--- config.mk ---
export PLATFORM = sky130hd
export DESIGN_NAME = ai_car_spawn_scheduler
export DESIGN_NICKNAME = d
export VERILOG_FILES = /design/src/rtl/ai_car_spawn_scheduler.sv
export SDC_FILE = /design/constraint.sdc
export NUM_CORES = 1
export LEC_CHECK = 0
export CELL_PAD_IN_SITES_DETAIL_PLACEMENT = 2
export CELL_PAD_IN_SITES_GLOBAL_PLACEMENT = 2
export CORE_MARGIN = 2
export CORE_UTILIZATION = 28
export CTS_CLUSTER_DIAMETER = 50
export CTS_CLUSTER_SIZE = 28
export DETAILED_ROUTE_END_ITERATION = 7
export GPL_TIMING_DRIVEN = 0
export PLACE_DENSITY = 0.78
export SLEW_MARGIN = 15
export SYNTH_ARGS = -nofsm -noshare
export SYNTH_HDL_FRONTEND = slang
export SYNTH_SLANG_ARGS = --single-unit
--- constraint.sdc ---
create_clock -name clk -period 2.45 [get_ports clk]
set_clock_uncertainty 0.1 [all_clocks]
set_input_delay 0.49 -clock clk [delete_from_list [all_inputs] [get_ports clk]]
set_output_delay 0.49 -clock clk [all_outputs]
set_load 0.02 [all_outputs]
--- src/rtl/ai_car_spawn_scheduler.sv ---
// Spawn scheduler for the AI car bank: finds a free car slot and an unblocked lane,
// then hands one spawn command per grant to the controllers over valid/ack.
module ai_car_spawn_scheduler #(
    parameter int unsigned NUM_CARS    = 4,
    parameter int unsigned NUM_LANES   = 4,
    parameter int unsigned LANE_X0     = 180,
    parameter int unsigned LANE_PITCH  = 60,
    parameter int unsigned OFFSCREEN_Y = 480,
    parameter int unsigned SAFE_Y      = 128,
    parameter int unsigned SPAWN_GAP   = 32,
    parameter int unsigned MIN_GAP     = 8
) (
    input  logic                      clk,
    input  logic                      resetN,
    input  logic                      frame_start,
    input  logic [0:10]               random,
    input  logic [0:9]                player_speed,
    input  logic [0:NUM_CARS-1][0:10] car_y,
    input  logic                      spawn_ack,
    output logic                      spawn_valid,
    output logic [1:0]                spawn_id,
    output logic [10:0]               spawn_x,
    output logic [1:0]                spawn_lane,
    output logic                      busy
);

    typedef enum logic [1:0] {IDLE, SCAN, PROBE, ISSUE} state_t;

    state_t                     r_state,       w_state_nx;
    logic [1:0]                 r_scan_idx,    w_scan_idx_nx;
    logic [1:0]                 r_probe_lane,  w_probe_lane_nx;
    logic [1:0]                 r_probe_cnt,   w_probe_cnt_nx;
    logic [10:0]                r_cooldown,    w_cooldown_nx;
    logic                       r_spawn_valid, w_spawn_valid_nx;
    logic [1:0]                 r_spawn_id,    w_spawn_id_nx;
    logic [10:0]                r_spawn_x,     w_spawn_x_nx;
    logic [1:0]                 r_spawn_lane,  w_spawn_lane_nx;
    logic [NUM_CARS-1:0]        r_lane_valid,  w_lane_valid_nx;
    logic [NUM_CARS-1:0][1:0]   r_lane_of,     w_lane_of_nx;

    logic [NUM_LANES-1:0]       w_lane_blocked;
    logic [10:0]                w_speed_div;
    logic [10:0]                w_gap_sub;
    logic [10:0]                w_reload;

    // Faster player -> shorter cooldown, saturating at zero before the MIN_GAP floor.
    always_comb begin
        w_speed_div = 11'(player_speed) >> 6;
        w_gap_sub   = (11'(SPAWN_GAP) > w_speed_div) ? 11'(SPAWN_GAP) - w_speed_div : '0;
        w_reload    = (w_gap_sub > 11'(MIN_GAP)) ? w_gap_sub : 11'(MIN_GAP);
    end

    always_comb begin
        w_lane_blocked = '0;
        for (int unsigned l = 0; l < NUM_LANES; l++) begin
            for (int unsigned c = 0; c < NUM_CARS; c++) begin
                if (r_lane_valid[c] && (r_lane_of[c] == 2'(l)) && (car_y[c] < 11'(SAFE_Y)))
                    w_lane_blocked[l] = 1'b1;
            end
        end
    end

    always_comb begin
        w_state_nx       = r_state;
        w_scan_idx_nx    = r_scan_idx;
        w_probe_lane_nx  = r_probe_lane;
        w_probe_cnt_nx   = r_probe_cnt;
        w_spawn_valid_nx = r_spawn_valid;
        w_spawn_id_nx    = r_spawn_id;
        w_spawn_x_nx     = r_spawn_x;
        w_spawn_lane_nx  = r_spawn_lane;
        w_lane_of_nx     = r_lane_of;
        w_cooldown_nx    = (frame_start && (r_cooldown != '0)) ? r_cooldown - 11'd1 : r_cooldown;
        w_lane_valid_nx  = r_lane_valid;
        for (int unsigned c = 0; c < NUM_CARS; c++) begin
            if (car_y[c] >= 11'(OFFSCREEN_Y))
                w_lane_valid_nx[c] = 1'b0;
        end

        case (r_state)
            IDLE: begin
                if (frame_start && (r_cooldown == '0)) begin
                    w_state_nx    = SCAN;
                    w_scan_idx_nx = '0;
                end
            end
            SCAN: begin
                if (car_y[r_scan_idx] >= 11'(OFFSCREEN_Y)) begin
                    w_spawn_id_nx   = r_scan_idx;
                    w_probe_cnt_nx  = '0;
                    w_probe_lane_nx = random[9:10];
                    w_state_nx      = PROBE;
                end else if (r_scan_idx == 2'(NUM_CARS - 1)) begin
                    w_state_nx = IDLE;
                end else begin
                    w_scan_idx_nx = r_scan_idx + 2'd1;
                end
            end
            PROBE: begin
                if (!w_lane_blocked[r_probe_lane]) begin
                    w_spawn_lane_nx  = r_probe_lane;
                    w_spawn_x_nx     = 11'(LANE_X0) + 11'(r_probe_lane) * 11'(LANE_PITCH);
                    w_spawn_valid_nx = 1'b1;
                    w_state_nx       = ISSUE;
                end else if (r_probe_cnt == 2'(NUM_LANES - 1)) begin
                    w_state_nx = IDLE;
                end else begin
                    w_probe_lane_nx = (r_probe_lane == 2'(NUM_LANES - 1)) ? '0 : r_probe_lane + 2'd1;
                    w_probe_cnt_nx  = r_probe_cnt + 2'd1;
                end
            end
            ISSUE: begin
                // Ack overrides both the offscreen clear and the frame decrement.
                if (spawn_ack) begin
                    w_lane_of_nx[r_spawn_id]    = r_spawn_lane;
                    w_lane_valid_nx[r_spawn_id] = 1'b1;
                    w_cooldown_nx               = w_reload;
                    w_spawn_valid_nx            = 1'b0;
                    w_state_nx                  = IDLE;
                end
            end
            default: w_state_nx = IDLE;
        endcase
    end

    always_ff @(posedge clk or negedge resetN) begin
        if (!resetN) begin
            r_state       <= IDLE;
            r_scan_idx    <= '0;
            r_probe_lane  <= '0;
            r_probe_cnt   <= '0;
            r_cooldown    <= '0;
            r_spawn_valid <= 1'b0;
            r_spawn_id    <= '0;
            r_spawn_x     <= '0;
            r_spawn_lane  <= '0;
            r_lane_valid  <= '0;
            r_lane_of     <= '0;
        end else begin
            r_state       <= w_state_nx;
            r_scan_idx    <= w_scan_idx_nx;
            r_probe_lane  <= w_probe_lane_nx;
            r_probe_cnt   <= w_probe_cnt_nx;
            r_cooldown    <= w_cooldown_nx;
            r_spawn_valid <= w_spawn_valid_nx;
            r_spawn_id    <= w_spawn_id_nx;
            r_spawn_x     <= w_spawn_x_nx;
            r_spawn_lane  <= w_spawn_lane_nx;
            r_lane_valid  <= w_lane_valid_nx;
            r_lane_of     <= w_lane_of_nx;
        end
    end

    assign spawn_valid = r_spawn_valid;
    assign spawn_id    = r_spawn_id;
    assign spawn_x     = r_spawn_x;
    assign spawn_lane  = r_spawn_lane;
    assign busy        = (r_state != IDLE);

endmodule

==> out/results.ini, run 1 <==
[outcome]
status = completed

[sta]
tightest_slew_ns = 0.6516
fin_tns_setup_ns = 0
fin_crit_ns = 2.385
relSlewSlack_pct = 56.56
finalCritPeriodShare_pct = 97.34
fmax_mhz = 419.3
setup_viol = 0
hold_viol = 0
slew_viol_final = 0

[finish]
nets = 402
multi_input_area_mm2 = 0.001511
final_common_cell = dfrtp_1
drive_gt1_share_pct = 18.83
layout_common_cells = dfrtp_1, clkdlybuf4s50_1, nand2_1
area.sequential_mm2 = 0.001076
syn_to_final_growth_pct = 36.08
fillCellCount = 1007
finalInstanceArea_mm2 = 0.003535
diodes = 0
finalCoreUtilization_pct = 38.80

[floorplan]
start_util_pct = 28.52
rows = 35
die_width_um = 100.3
die_y_um = 100.3
coreArea_mm2 = 0.009109
ioPinCount = 86
dieArea_mm2 = 0.01006

[power_and_ir_drop]
intPower_uw = 2262
power.density_mw_per_mm2 = 1111
clock_power_share_pct = 14.4
power_frac_seq_pct = 35.5
power_frac_comb_pct = 50.1
peakVddDrop_mv = 0.5025
switching_power_uw = 1666
sw_frac_of_total_pct = 42.42
leakagePower_uw = 0.001512

[cts]
numCtsBuffers = 5
clk_latency_ns = 0.30
htree_levels = 2
cts_tree = yes
clk_path_buf_depth = 2
ctsHoldBuffers = 0
root_buffer = clkbuf_8
cts_sinks = 43
clk_pin_slew_ns = 0.09

[setup_path]
worst-endpoint-arrival_ns = 2.48
crit_slowest_cell = clkdlybuf4s50_1
path_max_fanout = 5
critPathCaptureType = flip-flop
required_ns = 2.54
slowest_delay_ns = 0.42
cp_top_family = compound AO/OA/AOI/OAI gates
crit_type = primary input to flip-flop
start_kind = primary input
timing.critical_path.buf_inv = 1
crit_path_cell_trace = clkdlybuf4s50_1, nor2_1, nand2_2, o32ai_4, o221ai_4, a211oi_4, mux2_4

[synth]
avgSynthCellArea_um2 = 10.23
yosysUniqueCellTypes = 53
synthFlopType = dfrtp_1
ys_warn_count = 0
synth_edf_count = 0
yosys_register_bits = 43
yosysSeqAreaShare_pct = 41.43
synth_area_leaders = dfrtp_1, ha_1, mux2_2, mux2_1, nand2_1
yosysTopAreaCellShare_pct = 41.43
synth_top_area_cell = dfrtp_1
synthCells = 254
synth-async-reset-ratio_pct = 100.0
syn_area_mm2 = 0.002597

[grt]
grt_max_degree = 25
antenna_found_initial = 0
overflow = 0
grt_pass1_vias = 2358
grt_usage_pct = 15.02
grt_pass1_wl_um = 11930

[drt]
wl_per_cell_um = 16.74
antenna_left = 0
drtIter0Drc = 55
route.detailed.drc = 0
vias = 2241
wirelength_um = 7281
viasPerCell = 5.152
drt_first_pass_iters = 4

[placement]
port_buffers = 46
place_congestion = 0.7791
dp_hpwl_um = 5397
place_area_mm2 = 0.003231

[hold_path]
hold_path_class = primary input to async pin

[job]
drv_cap = 0

through the flow:
step	instances	setup WS, ns	total power (uW)	hold WS, ns
6_report	435	0.06529	3929	0.1020
3_5_place_dp	415	-0.4084	3210	0.3791
4_1_cts	424	-0.009024	3837	0.1220
2_1_floorplan	257	0.3255	2549	0.09441
3_3_place_gp	414	-0.5274	3111	0.3743
5_1_grt	435	-0.03015	4266	0.1357
what timing repair did:
action | 4_1_cts | 5_1_grt
resized for setup | 5 | 16
setup buffers | 1 | 11
setup endpoints to repair | 9 | 12
pin swaps | 1 | 11
Yosys cell counts (all sizes together), types with 2 or more instances:
| cell | count |
|---|---|
| dfrtp | 43 |
| nand2 | 26 |
| nor2 | 21 |
| mux2 | 19 |
| inv | 16 |
| nand3 | 15 |
| nor3 | 12 |
| ha | 10 |
| xnor2 | 8 |
| a21oi | 7 |
| nand4 | 7 |
| o21ai | 7 |
| xor2 | 5 |
| buf | 4 |
| mux2i | 4 |
| nor4 | 4 |
| o22ai | 3 |
| o2bb2ai | 3 |
| a211oi | 2 |
| a21o | 2 |
| a22oi | 2 |
| a31o | 2 |
| a31oi | 2 |
| a32oi | 2 |
| clkbuf | 2 |
| nand4b | 2 |
| nor4b | 2 |
| nor4bb | 2 |
| o32ai | 2 |
| or4 | 2 |
state kept, by name, summed over array words and instances, names as in the netlist:
| register | flops |
|---|---|
| r_state | 2 |
| spawn_lane | 2 |
| r_probe_lane | 2 |
| r_scan_idx | 2 |
| r_probe_cnt | 2 |
| spawn_valid | 1 |
| r_lane_of | 8 |
| r_cooldown | 11 |
| spawn_id | 2 |
| spawn_x | 7 |
| r_lane_valid | 4 |
per-layer routing:
layer	wire length [um]	vias to the layer above	global-route usage, %
met2	3818	43	26.02
li1	-	1047	-
met3	205	7	2.298
met4	92	0	4.531
met5	0	-	0
met1	3166	1144	19.30
final timing paths:
kind | start | endpoint | slack [ns] | cells after the start
worst max register to register | r_cooldown[7] | r_state[0] | 0.33 | 6
max in group asynchronous | resetN | r_cooldown[9] | 1.61 | 2
min in group clk | spawn_valid | spawn_valid | 0.40 | 2
worst min-delay path | resetN | r_cooldown[7] | 0.10 | 1
worst max-delay path | car_y[30] | r_probe_lane[0] | 0.07 | 7
worst min register to register | spawn_valid | spawn_valid | 0.40 | 2
kinds of logic (layout without fill, tap and decap cells):
group                    after synthesis  in the layout  share of synthesized area, %
buffers and inverters                 23             90                         3.902
AND/OR/NAND/NOR                       99             99                         21.10
other                                  1              4                        0.1444
adder cells (fa/ha/maj)               10             10                         4.817
AO/OA/AOI/OAI                         42             42                         14.45
flip-flops                            43             43                         41.43
XOR/XNOR                              13             13                         4.383
multiplexers                          23             23                         9.779
cell type report:
| cell class | count | share of cell area, % |
|---|---|---|
| Multi-Input combinational cell | 191 | 42.76 |
| Sequential cell | 43 | 30.44 |
| Timing Repair Buffer | 59 | 16.71 |
| Tap cell | 111 | 3.929 |
| Clock buffer | 5 | 1.947 |
| Inverter | 17 | 1.912 |
| Clock inverter | 3 | 1.239 |
| Buffer | 6 | 1.062 |
power by group through the flow:
stage               combinational [uW]  clock, uW  sequential, uW
floorplan                         1150          0            1400
global placement                  1740          0            1370
detailed placement                1810          0            1400
CTS                               1860        588            1390
global route                      2200        616            1450
finish                            1970        564            1400
(Power assumes the default switching activity.)
==> run 2, diff against run 1 <==
- PLACE_DENSITY: 0.78 -> 0.9
==> run 2 against run 1 <==
Clock power rose by 5.0%; utilization fell by 0.48 points; wire length rose by 6.1%; final cell count fell by 0.92%; global-route usage rose by 0.98 points; die area did not move; worst hold slack improved by 0.30 ns; critical endpoint unchanged; largest power group unchanged.
==> out/results.ini, run 2 (same netlist as run 1, synthesis figures left out) <==
[drt]
route.detailed.drc = 0  ; unchanged
drtIter0Drc = 72  ; +31%
vias = 2242  ; +0.045%
viasPerCell = 5.202  ; +0.97%
drt_first_pass_iters = 4  ; unchanged
wl_per_cell_um = 17.93  ; +7.1%
antenna_left = 0  ; unchanged
wirelength_um = 7728  ; +6.1%

[setup_path]
crit_slowest_cell = clkdlybuf4s50_1
critPathCaptureType = flip-flop
cp_top_family = multiplexers
r2r_setup_slack_ns = 0.21  ; -0.12 ns
reg2reg_to = r_state[0]
crit_path_cell_trace = clkdlybuf4s50_1, nand4_1, a32oi_2, mux2i_2, nor2_2, mux2_1, mux2_1
slowest_delay_ns = 0.55  ; +0.13 ns
required_ns = 2.55  ; about the same
path_max_fanout = 5  ; unchanged
critPathMostFrequentCell = mux2_1
crit_type = primary input to flip-flop
worst-endpoint-arrival_ns = 2.49  ; about the same
reg2regPathDepth = 6  ; unchanged
r2r-start = r_cooldown[7]
start_kind = primary input
timing.critical_path.buf_inv = 1  ; unchanged

[finish]
layout_common_cells = dfrtp_1, clkdlybuf4s50_1, nand2_1
final_common_cell = dfrtp_1
drive_gt1_share_pct = 17.19  ; -1.6 points
finalInstanceArea_mm2 = 0.003491  ; -1.2%
area.sequential_mm2 = 0.001076  ; unchanged
regMostFlops = r_cooldown
fillCellCount = 991  ; -1.6%
nets = 398  ; -1.0%
largest_register_ffs = 11  ; unchanged
diodes = 0  ; unchanged
multi_input_area_mm2 = 0.001498  ; -0.91%
syn_to_final_growth_pct = 34.39
finalCoreUtilization_pct = 38.32  ; -0.48 points

[sta]
relSlewSlack_pct = 64.51  ; +8.0 points
hold_viol = 0  ; unchanged
fin_tns_setup_ns = 0  ; unchanged
fmax_mhz = 418.0  ; -0.32%
tightest_slew_ns = 0.5282  ; -0.1234 ns
fin_crit_ns = 2.392  ; +0.007735 ns
setup_viol = 0  ; unchanged
whs_ns = 0.3986  ; +0.2966 ns
slew_viol_final = 0  ; unchanged
finalCritPeriodShare_pct = 97.65  ; +0.32 points

[power_and_ir_drop]
peakVddDrop_mv = 0.3726  ; -26%
power.density_mw_per_mm2 = 1127  ; +1.4%
leakagePower_uw = 0.001497  ; -0.96%

[floorplan]
coreArea_mm2 = 0.009109  ; unchanged
die_width_um = 100.3  ; unchanged
die_y_um = 100.3  ; unchanged
ioPinCount = 86  ; unchanged
dieArea_mm2 = 0.01006  ; unchanged
rows = 35  ; unchanged
start_util_pct = 28.52  ; unchanged

[outcome]
status = completed

[placement]
port_buffers = 46  ; unchanged
dp_hpwl_um = 5781  ; +7.1%
place_congestion = 0.8022  ; +3.0%
place_area_mm2 = 0.003223  ; -0.23%

[cts]
htree_levels = 2  ; unchanged
cts_sinks = 43  ; unchanged
numCtsBuffers = 5  ; unchanged
clk_pin_slew_ns = 0.09  ; about the same
cts_tree = yes
clk_latency_ns = 0.31  ; about the same
clk_path_buf_depth = 2  ; unchanged
root_buffer = clkbuf_8

[grt]
overflow = 0  ; unchanged
grt_usage_pct = 15.99  ; +0.98 points
antenna_found_initial = 0  ; unchanged
grt_pass1_vias = 2505  ; +6.2%
grt_pass1_wl_um = 12650  ; +6.0%
grt_max_degree = 34  ; +36%

[job]
drv_cap = 0  ; unchanged

[hold_path]
whs_endpoint = spawn_valid
holdPathStages = 2
holdCritStartpoint = spawn_valid
hold_path_class = flip-flop to flip-flop

-- run 2: routing by layer --
metal  part of all wire (%)  track usage [%]
met2                     53            29.69
met4                    2.2            6.639
met1                     42            18.24
met5                      0                0
met3                    2.8            2.298
-- run 2: area by class of cell --
type	count	share of cell area, %
plain buffers	6	1.075
clock buffers	6	2.366
clock inverters	2	1.004
inverters	17	1.864
multi-input cells	191	42.90
flip-flops and latches	43	30.82
well taps	111	3.978
repair buffers	55	15.99
-- run 2: stage by stage --
| stage | setup WS (ns) | power, uW | instances |
|---|---|---|---|
| 2_1_floorplan | 0.3255 | 2549 | 257 |
| 3_3_place_gp | -0.4554 | 3091 | 414 |
| 3_5_place_dp | -0.4986 | 3248 | 415 |
| 4_1_cts | -0.009724 | 3945 | 425 |
| 5_1_grt | -0.02327 | 4240 | 431 |
| 6_report | 0.05755 | 3935 | 431 |
-- run 2: tightest hold or removal path, delay by kind of cell (launching register included) --
family / cells / cell delay [ns]
flops: 1 / 0.36
simple gates: 2 / 0.11
-- run 2: worst max path at each step --
stage                     startpoint         endpoint  slack, ns  cells after the start
after global routing       car_y[40]  r_probe_lane[0]      -0.02                      7
after detailed placement   car_y[19]  r_probe_lane[0]      -0.50                      7
after floorplan            car_y[10]  r_probe_lane[0]       0.33                      6
final                      car_y[41]  r_probe_lane[0]       0.06                      7
after CTS                   car_y[8]  r_probe_lane[0]      -0.01                      7
after global placement        resetN       spawn_x[8]      -0.46                      1
-- run 2: where the power goes --
part | internal [uW] | total, uW | switching [uW] | leakage (uW)
clock network | 330 | 592 | 261 | 0.0000612
registers | 1010 | 1400 | 386 | 0.000525
logic | 892 | 1950 | 1050 | 0.000910
total | 2230 | 3940 | 1700 | 0.00150
-- run 2: timing repair --
item,4_1_cts,5_1_grt
gates cloned,0,0
endpoints found under the hold margin,10,0
gates resized for setup,8,12
buffers inserted,1,6
setup endpoints to repair,10,11
hold buffers,1,0
pin swaps,2,9
==> run 3, diff against run 2 <==
- CTS_CLUSTER_DIAMETER: 50 -> unset
==> results of run 3 <==
Same layout as run 2: the final DEF is identical, and so are final timing and power.
